`src/rtl/amp_pkg.sv`:
```
// amp_pkg: shared FSM states and constants for the LTC6912 SPI write controller
package amp_pkg;
  typedef enum logic [2:0] {IDLE, START, HIGH, LOW, STOP, FINISH} state_e;
  localparam logic [7:0] GAIN_DEFAULT = 8'h11;
  localparam int CNT_W = 16;
endpackage

```
`src/rtl/amp_clk_div.sv`:
```
// amp_clk_div: phase counter; tick_o high on the last of DIV cycles, clr_i restarts the phase
module amp_clk_div
  import amp_pkg::*;
#(
  parameter int DIV = 4
) (
  input  logic clk,
  input  logic reset,
  input  logic clr_i,
  output logic tick_o
);
  logic [CNT_W-1:0] cnt_q, cnt_d;
  assign tick_o = cnt_q == CNT_W'(DIV - 1);
  assign cnt_d = (clr_i || tick_o) ? '0 : cnt_q + 1'b1;
  always_ff @(posedge clk) begin
    if (reset) cnt_q <= '0;
    else cnt_q <= cnt_d;
  end
endmodule

```
`src/rtl/amp.sv`:
```
// amp: shifts GAIN_WORD MSB-first to the preamp over SPI mode 0, then pulses DONE_AMP
// ports: clk, reset (sync, active high), GO_AMP start pulse; DONE_AMP, SPI_CLK_AMP,
// SPI_MOSI_AMP, AMP_CS (active low), AMP_SHDN (always 0). Outputs lag the state by one cycle.
module amp
  import amp_pkg::*;
#(
  parameter logic [7:0] GAIN_WORD = GAIN_DEFAULT,
  parameter int         CLK_DIV   = 4
) (
  input  logic clk,
  input  logic reset,
  input  logic GO_AMP,
  output logic DONE_AMP,
  output logic SPI_CLK_AMP,
  output logic SPI_MOSI_AMP,
  output logic AMP_CS,
  output logic AMP_SHDN
);
  state_e state_q, state_d;
  logic [7:0] sh_q, sh_d;
  logic [2:0] bit_q, bit_d;
  logic tick, cs_d, sck_d, mosi_d, done_d;
  amp_clk_div #(.DIV(CLK_DIV)) u_div (
    .clk(clk),
    .reset(reset),
    .clr_i(state_d != state_q),
    .tick_o(tick)
  );
  always_ff @(posedge clk) begin
    if (reset) begin
      state_q      <= IDLE;
      sh_q         <= '0;
      bit_q        <= '0;
      AMP_CS       <= 1'b1;
      SPI_CLK_AMP  <= 1'b0;
      SPI_MOSI_AMP <= 1'b0;
      DONE_AMP     <= 1'b0;
    end else begin
      state_q      <= state_d;
      sh_q         <= sh_d;
      bit_q        <= bit_d;
      AMP_CS       <= cs_d;
      SPI_CLK_AMP  <= sck_d;
      SPI_MOSI_AMP <= mosi_d;
      DONE_AMP     <= done_d;
    end
  end
  always_comb begin
    state_d = state_q;
    sh_d    = sh_q;
    bit_d   = bit_q;
    case (state_q)
      IDLE: if (GO_AMP) begin
        state_d = START;
        sh_d    = GAIN_WORD;
        bit_d   = '0;
      end
      START: if (tick) state_d = HIGH;
      HIGH: if (tick) begin
        if (bit_q == 3'd7) state_d = STOP;
        else begin
          state_d = LOW;
          bit_d   = bit_q + 3'd1;
          sh_d    = {sh_q[6:0], 1'b0};
        end
      end
      LOW: if (tick) state_d = HIGH;
      STOP: if (tick) state_d = FINISH;
      default: state_d = IDLE;
    endcase
  end
  always_comb begin
    cs_d   = !(state_q inside {START, HIGH, LOW, STOP});
    sck_d  = state_q == HIGH;
    mosi_d = cs_d ? 1'b0 : sh_q[7];
    done_d = state_q == FINISH;
  end
  assign AMP_SHDN = 1'b0;
endmodule

```
`config.mk`:
```
export PLATFORM = sky130hd
export DESIGN_NAME = amp
export DESIGN_NICKNAME = d
export VERILOG_FILES = /design/src/rtl/amp_pkg.sv /design/src/rtl/amp_clk_div.sv /design/src/rtl/amp.sv
export SDC_FILE = /design/constraint.sdc
export NUM_CORES = 1
export LEC_CHECK = 0
export BUFFER_PORTS_ARGS = -buffer_cell sky130_fd_sc_hd__clkbuf_2
export CAP_MARGIN = 20
export CORE_MARGIN = 5
export CORE_UTILIZATION = 33
export CTS_BUF_LIST = sky130_fd_sc_hd__clkbuf_4 sky130_fd_sc_hd__clkbuf_8 sky130_fd_sc_hd__clkbuf_16
export CTS_CLUSTER_SIZE = 24
export DETAILED_ROUTE_END_ITERATION = 7
export SYNTH_ARGS = -nofsm -noshare
export SYNTH_HDL_FRONTEND = slang
export SYNTH_SLANG_ARGS = --single-unit
```
`constraint.sdc`:
```
create_clock -name clk -period 2.71 [get_ports clk]
set_clock_uncertainty 0.2 [all_clocks]
set_input_delay 0.813 -clock clk [delete_from_list [all_inputs] [get_ports clk]]
set_output_delay 0.813 -clock clk [all_outputs]
set_load 0.05 [all_outputs]
```
==> results.ini, run 1 <==
[status]
status=finished, final reports clean

[clock_network]
ctsHoldBuffers=0
numClockSinks=34
htree_levels=2
clock_path_buffers=2
worstSkewPairLatency_ns=0.28
postCtsSetupBuffers=0
cts_root_buf=clkbuf_8
clk_pin_slew_ns=0.07
cts_buffers=5
cts_resized=0
cts_tree=built

[die]
rows=25
ios=8
die_area_sq_um=6470
core_sq_um=4750
start_util_pct=34.4
die_height_microns=80.4
die_w_microns=80.4

[global_routing]
grt_usage_pct=10.4
grt_overflow=0
grt_pass1_wl_mm=5.31
met1_usage_pct=13.4
grt_busiest_layer=met2
grtUsageMet3_pct=3.36
grt_util_met2_pct=16.1
grt_pass1_vias=1169
antenna_found_initial=0
grt_max_degree=22

[power_and_ir_drop]
leakagePower_uw=0.000565
power_density_nw_per_um2=538
power.total_uw=957
peakVddDrop_mv=0.224

[drt]
totalWireLength_mm=2.92
drtIter0Drc=101
wl_per_cell_microns=11.3
num_vias=1257
drcViolationCount=0
avgViaCountPerCell=4.89
firstDrtPassIters=4
antenna_left=0

[sta]
drv_slew=0
period_needed_ns=2.16
rsz0062_at_grt=no
setup-tns-final_ns=0
fmax_mhz=463
setup_viol_count_final=0
fin_crit_sh_pct=79.7
hold_viol=0

[min_path]
worstHoldStart=sh_q[7]
hold_class=reg2reg
min_path_cells=2
hold_path_end=SPI_MOSI_AMP

[final_layout]
antenna_cells=0
layout_common_cells=dfxtp_1, nor2_1, xnor2_1
drive_above_1_share_pct=13.7
fin_nets=195
final_common_cell=dfxtp_1
syn_to_final_growth_pct=8.72
n_fill_cell=511

[logic_synthesis]
syn_avg_cell_area_sq_um=8.85
synth_cells=185
yosys.cell_types.count=39
yosysWarnings=0
synth_nets=191
synth_area_sq_um=1640
ys_seq_elements=34
ys_seq_area_share_pct=41.6

[placement]
dp_hpwl_mm=1.90
io_buffers=6
gp_congestion=0.750

[critical_path]
worstReg2RegStart=bit_q[0]
regToRegSetupSlack_ns=0.55
arrival_ns=2.17
ff2ff_path_depth=6
startpoint=bit_q[0]
end_kind=register
criticalPathCategory=reg2reg
cp-start-kind=register
worstPathRequired_ns=2.72
crit_fanout=13
r2r_end=sh_q[1]

[flow_run]
max-cap-violations=0

[routing by layer]
| layer | up-vias | wire (microns) | share of wire (%) |
|---|---|---|---|
| met5 | - | 0 | 0 |
| met4 | 0 | 42 | 1.4 |
| met3 | 5 | 111 | 3.8 |
| met2 | 20 | 1240 | 43 |
| met1 | 568 | 1520 | 52 |
| li1 | 664 | - | - |
[cell usage after synthesis (all sizes together)]
cell	instances	share of area, %
xnor2	13	7.0
or2	1	0.38
a211oi	1	0.46
nor2	26	6.0
inv	9	2.1
nor4	7	3.4
o221ai	2	1.1
nor3	7	2.1
or4b	1	0.61
o21ai	2	0.61
nor3b	1	0.46
nand2	9	2.1
o211ai	2	1.2
or3b	1	0.69
nand2b	9	3.4
nand4	8	3.1
a31o	2	1.1
or3	3	1.1
nand3	7	2.1
o21a	1	0.46
a21o	1	0.46
conb	1	0.23
a21oi	4	1.2
clkbuf	3	0.69
nor4b	1	0.92
or4	8	4.1
xor2	1	0.54
buf	8	4.3
nand3b	2	0.92
o311ai	2	1.1
a31oi	4	1.5
dfxtp	34	42
and4	1	0.69
ha	3	2.3
[power by group]
| part | switching (uW) | internal, uW | total, uW |
|---|---|---|---|
| Sequential | 7.51 | 508 | 515 |
| Clock | 171 | 215 | 385 |
| Combinational | 38.6 | 18.4 | 57.0 |
[cell type report]
class                      count  area (sq um)  area share, %
inverter                       9          33.8           1.90
timing repair buffer           8          45.0           2.53
clock inverter                 1          5.00          0.281
multi-input combinational    131           841           47.3
tap                           67          83.8           4.71
clock buffer                   7          90.1           5.06
sequential                    34           681           38.3
[how the worst max path moves through the flow]
stage,slack [ns],depth (start not counted),to
floorplan,0.66,5,sh_q[2]
global placement,0.51,5,sh_q[1]
detailed placement,0.48,5,sh_q[1]
CTS,0.53,6,sh_q[1]
global route,0.43,6,sh_q[1]
finish,0.55,6,sh_q[1]
[through the flow]
step                      utilization, %  cell area [sq um]  std cells  setup WS [ns]  hold WS [ns]
after floorplan                        -               1640        185          0.664         0.222
after global placement              35.4               1680        249          0.512         0.247
after detailed placement            35.4               1680        249          0.478         0.252
after CTS                           37.4               1780        257          0.528         0.262
after global routing                37.4               1780        257          0.428         0.279
final                               37.4               1780        257          0.549         0.256
[sequential cells by signal, indices dropped and copies added, names as in the netlist]
register      flops
u_div.cnt_q      16
sh_q              8
bit_q             3
state_q           3
AMP_CS            1
DONE_AMP          1
SPI_CLK_AMP       1
SPI_MOSI_AMP      1
[kinds of logic (layout without fill, tap and decap cells)]
family / Yosys count / count (layout) / synth area share (%)
flip-flops: 34 / 34 / 41.6
AO/OA/AOI/OAI: 21 / 21 / 9.18
buffers and inverters: 20 / 25 / 7.03
AND/OR/NAND/NOR: 92 / 92 / 32.2
XOR/XNOR: 14 / 14 / 7.49
other: 1 / 1 / 0.229
adder cells (fa/ha/maj): 3 / 3 / 2.29
[worst max-delay path, cell delays in order, from the launching register on]
cell and delay, ns:
dfxtp_1 0.34, ha_1 0.21, ha_1 0.21, nand2b_1 0.18, a21o_1 0.30, or4b_1 0.49
o221ai_1 0.16
(Power assumes the default switching activity.)
==> run 2: changes to the inputs <==
--- a/config.mk
+++ b/config.mk
@@ -5,6 +5,7 @@
 export SDC_FILE = /design/constraint.sdc
 export NUM_CORES = 1
 export LEC_CHECK = 0
+export ABC_AREA = 1
 export BUFFER_PORTS_ARGS = -buffer_cell sky130_fd_sc_hd__clkbuf_2
 export CAP_MARGIN = 20
 export CORE_MARGIN = 5
==> constraint.sdc (replaced) <==
create_clock -name clk -period 1.85 [get_ports clk]
set_clock_uncertainty 0.2 [all_clocks]
set_input_delay 0.555 -clock clk [delete_from_list [all_inputs] [get_ports clk]]
set_output_delay 0.555 -clock clk [all_outputs]
set_load 0.05 [all_outputs]
==> results.ini, run 2 <==
[power_and_ir_drop]
power.total_uw=1630
power_density_nw_per_um2=875
switching_share_pct=28.1
leakagePower_uw=0.000698
p_clk_share_pct=34.9
power.switching_uw=457
p_comb_share_pct=14.9
internal_power_uw=1170
peakVddDrop_mv=0.418
power.share.sequential_pct=50.2

[logic_synthesis]
synth-edff-count=0
yosysMostFrequentCell=dfxtp_1
yosys.cell_types.count=27
async_flop_share_pct=0
synth_cells=195
synth_nets=201
synth-xor-area-share_pct=7.90
synth-simple-area-share_pct=31.2
synth-main-ff-cell=dfxtp_1
synthAdderAreaFrac_pct=2.42
synth_top_area_share_pct=43.9
synthMuxAreaShare_pct=0
synth_common_cells=dfxtp_1, nand2_1, nor2_1, inv_1, a21oi_1
syn_avg_cell_area_sq_um=7.96
synth-compound-area-share_pct=7.50
synth_area_sq_um=1550
synthTopCellsByArea=dfxtp_1, nand2_1, nor2_1, a21oi_1, nor2_2
yosysTopAreaCell=dfxtp_1
yosysWarnings=0
synth_top_family_by_area=simple AND/OR/NAND/NOR gates
ys_seq_area_share_pct=43.9
ys_seq_elements=34

[sta]
rsz0062_at_grt=yes
fmax_mhz=576
hold_viol=0
drv_slew=0
setup_viol_count_final=0
fin_crit_sh_pct=93.9
period_needed_ns=1.74

[critical_path]
cp_top_family=simple AND/OR/NAND/NOR gates
arrival_ns=1.76
end_kind=register
crit_path_cell_trace=ha_4 > ha_4 > inv_2 > nand3_2 > nand2_2 > nand3_2 > nand4_1 > nand3_4 > nor2_1
cp_slowest_cell=dfxtp_2
worstPathRequired_ns=1.88
slowest_delay_ns=0.34
cp-start-kind=register
critPathBufInv=1
criticalPathCategory=reg2reg
crit_fanout=8

[clock_network]
numClockSinks=34
clk_pin_slew_ns=0.07
cts_buffers=5
worstSkewPairLatency_ns=0.29
cts_root_buf=clkbuf_8
htree_levels=2
ctsHoldBuffers=0
cts_tree=built
clock_path_buffers=2
postCtsSetupBuffers=0

[drt]
antenna_left=0
wl_per_cell_microns=10.4
num_vias=1198
firstDrtPassIters=4
drtIter0Drc=31
avgViaCountPerCell=4.49
drcViolationCount=0
totalWireLength_mm=2.79

[min_path]
hold_class=reg2reg

[global_routing]
grt_usage_pct=10.3
antenna_found_initial=0
grt_pass1_vias=1167
grt_max_degree=17
grt_overflow=0
grt_pass1_wl_mm=4.93

[final_layout]
seqCellArea_sq_um=686
largest_register_ffs=16
top_register=u_div.cnt_q
antenna_cells=0
n_fill_cell=482
multi_input_area_sq_um=848
drive_above_1_share_pct=29.6
fin_nets=218
top_regs=u_div.cnt_q (16), sh_q (8)
final_common_cell=nand2_1
stdcell_area_sq_um=1860
syn_to_final_growth_pct=19.8
layout_common_cells=nand2_1, dfxtp_1, nor2_1

[die]
die_area_sq_um=6170
core_sq_um=4630
die_height_microns=78.6
ios=8
start_util_pct=33.5
rows=25
die_w_microns=78.6

[status]
status=finished, final reports clean

[placement]
gp_congestion=0.809
io_buffers=6
dp_hpwl_mm=1.95
place_area_sq_um=1670

[flow_run]
max-cap-violations=0

==> run 2: final cells by class <==
type,count,share of cell area (%)
clock buffers,6,4.44
clock inverters,2,0.673
multi-input cells,137,45.7
flip-flops and latches,34,36.9
repair buffers,13,4.44
inverters,21,4.24
well taps,54,3.64
==> run 2: timing repair <==
item / CTS / global route
resized for setup: 0 / 20
gates cloned: 0 / 1
setup endpoints to repair: 8 / 24
hold endpoints to repair: 0 / 0
pin swaps: 2 / 5
==> run 2: kinds of logic (layout without fill, tap and decap cells) <==
family	after synthesis	after routing
other	1	1
buffers and inverters	25	42
AOI/OAI and AO/OA	22	22
xor gates and xnor gates	14	14
DFF	34	34
adders and majority gates	3	3
and+or+nand+nor	96	97
==> run 2: routing by layer <==
layer	share of wire (%)	GRT usage, %	wire length (microns)
met1	47	12.1	1310
met2	47	15.7	1300
met3	3.8	3.78	105
met4	2.7	6.47	75
met5	0	0	0
==> run 2: metrics by stage <==
stage | hold slack [ns] | std cells | setup WS, ns | utilization (%) | TNS [ns]
finish | 0.241 | 267 | 0.113 | 40.1 | 0
global route | 0.270 | 267 | -0.0240 | 40.1 | -0.0240
CTS | 0.248 | 266 | -0.00000533 | 38.2 | -0.00000533
detailed placement | 0.236 | 258 | 0.0112 | 36.2 | 0
global placement | 0.232 | 258 | 0.0645 | 36.2 | 0
floorplan | 0.215 | 195 | 0.126 | - | 0
==> run 2: power by group through the flow <==
stage          Sequential [uW]  Combinational [uW]  Clock (uW)
5_1_grt                    822                 278         626
4_1_cts                    807                 222         598
3_3_place_gp               823                 220           0
2_1_floorplan              834                 160           0
3_5_place_dp               823                 221           0
6_report                   816                 243         567
==> run 2: path summary, 6_finish.rpt <==
path	startpoint	endpoint	slack [ns]	depth (start not counted)
hold reg to reg	sh_q[7]	SPI_MOSI_AMP	0.24	2
hold / removal	sh_q[7]	SPI_MOSI_AMP	0.24	2
setup / recovery	bit_q[0]	u_div.cnt_q[13]	0.11	9
setup reg to reg	bit_q[0]	u_div.cnt_q[13]	0.11	9
==> run 2: worst register-to-register path: stages (launching register included) <==
cell and delay, ns:
dfxtp_2 0.34, ha_4 0.16, ha_4 0.15, inv_2 0.04, nand3_2 0.08, nand2_2 0.08, nand3_2 0.07, nand4_1 0.22
nand3_4 0.21, nor2_1 0.12
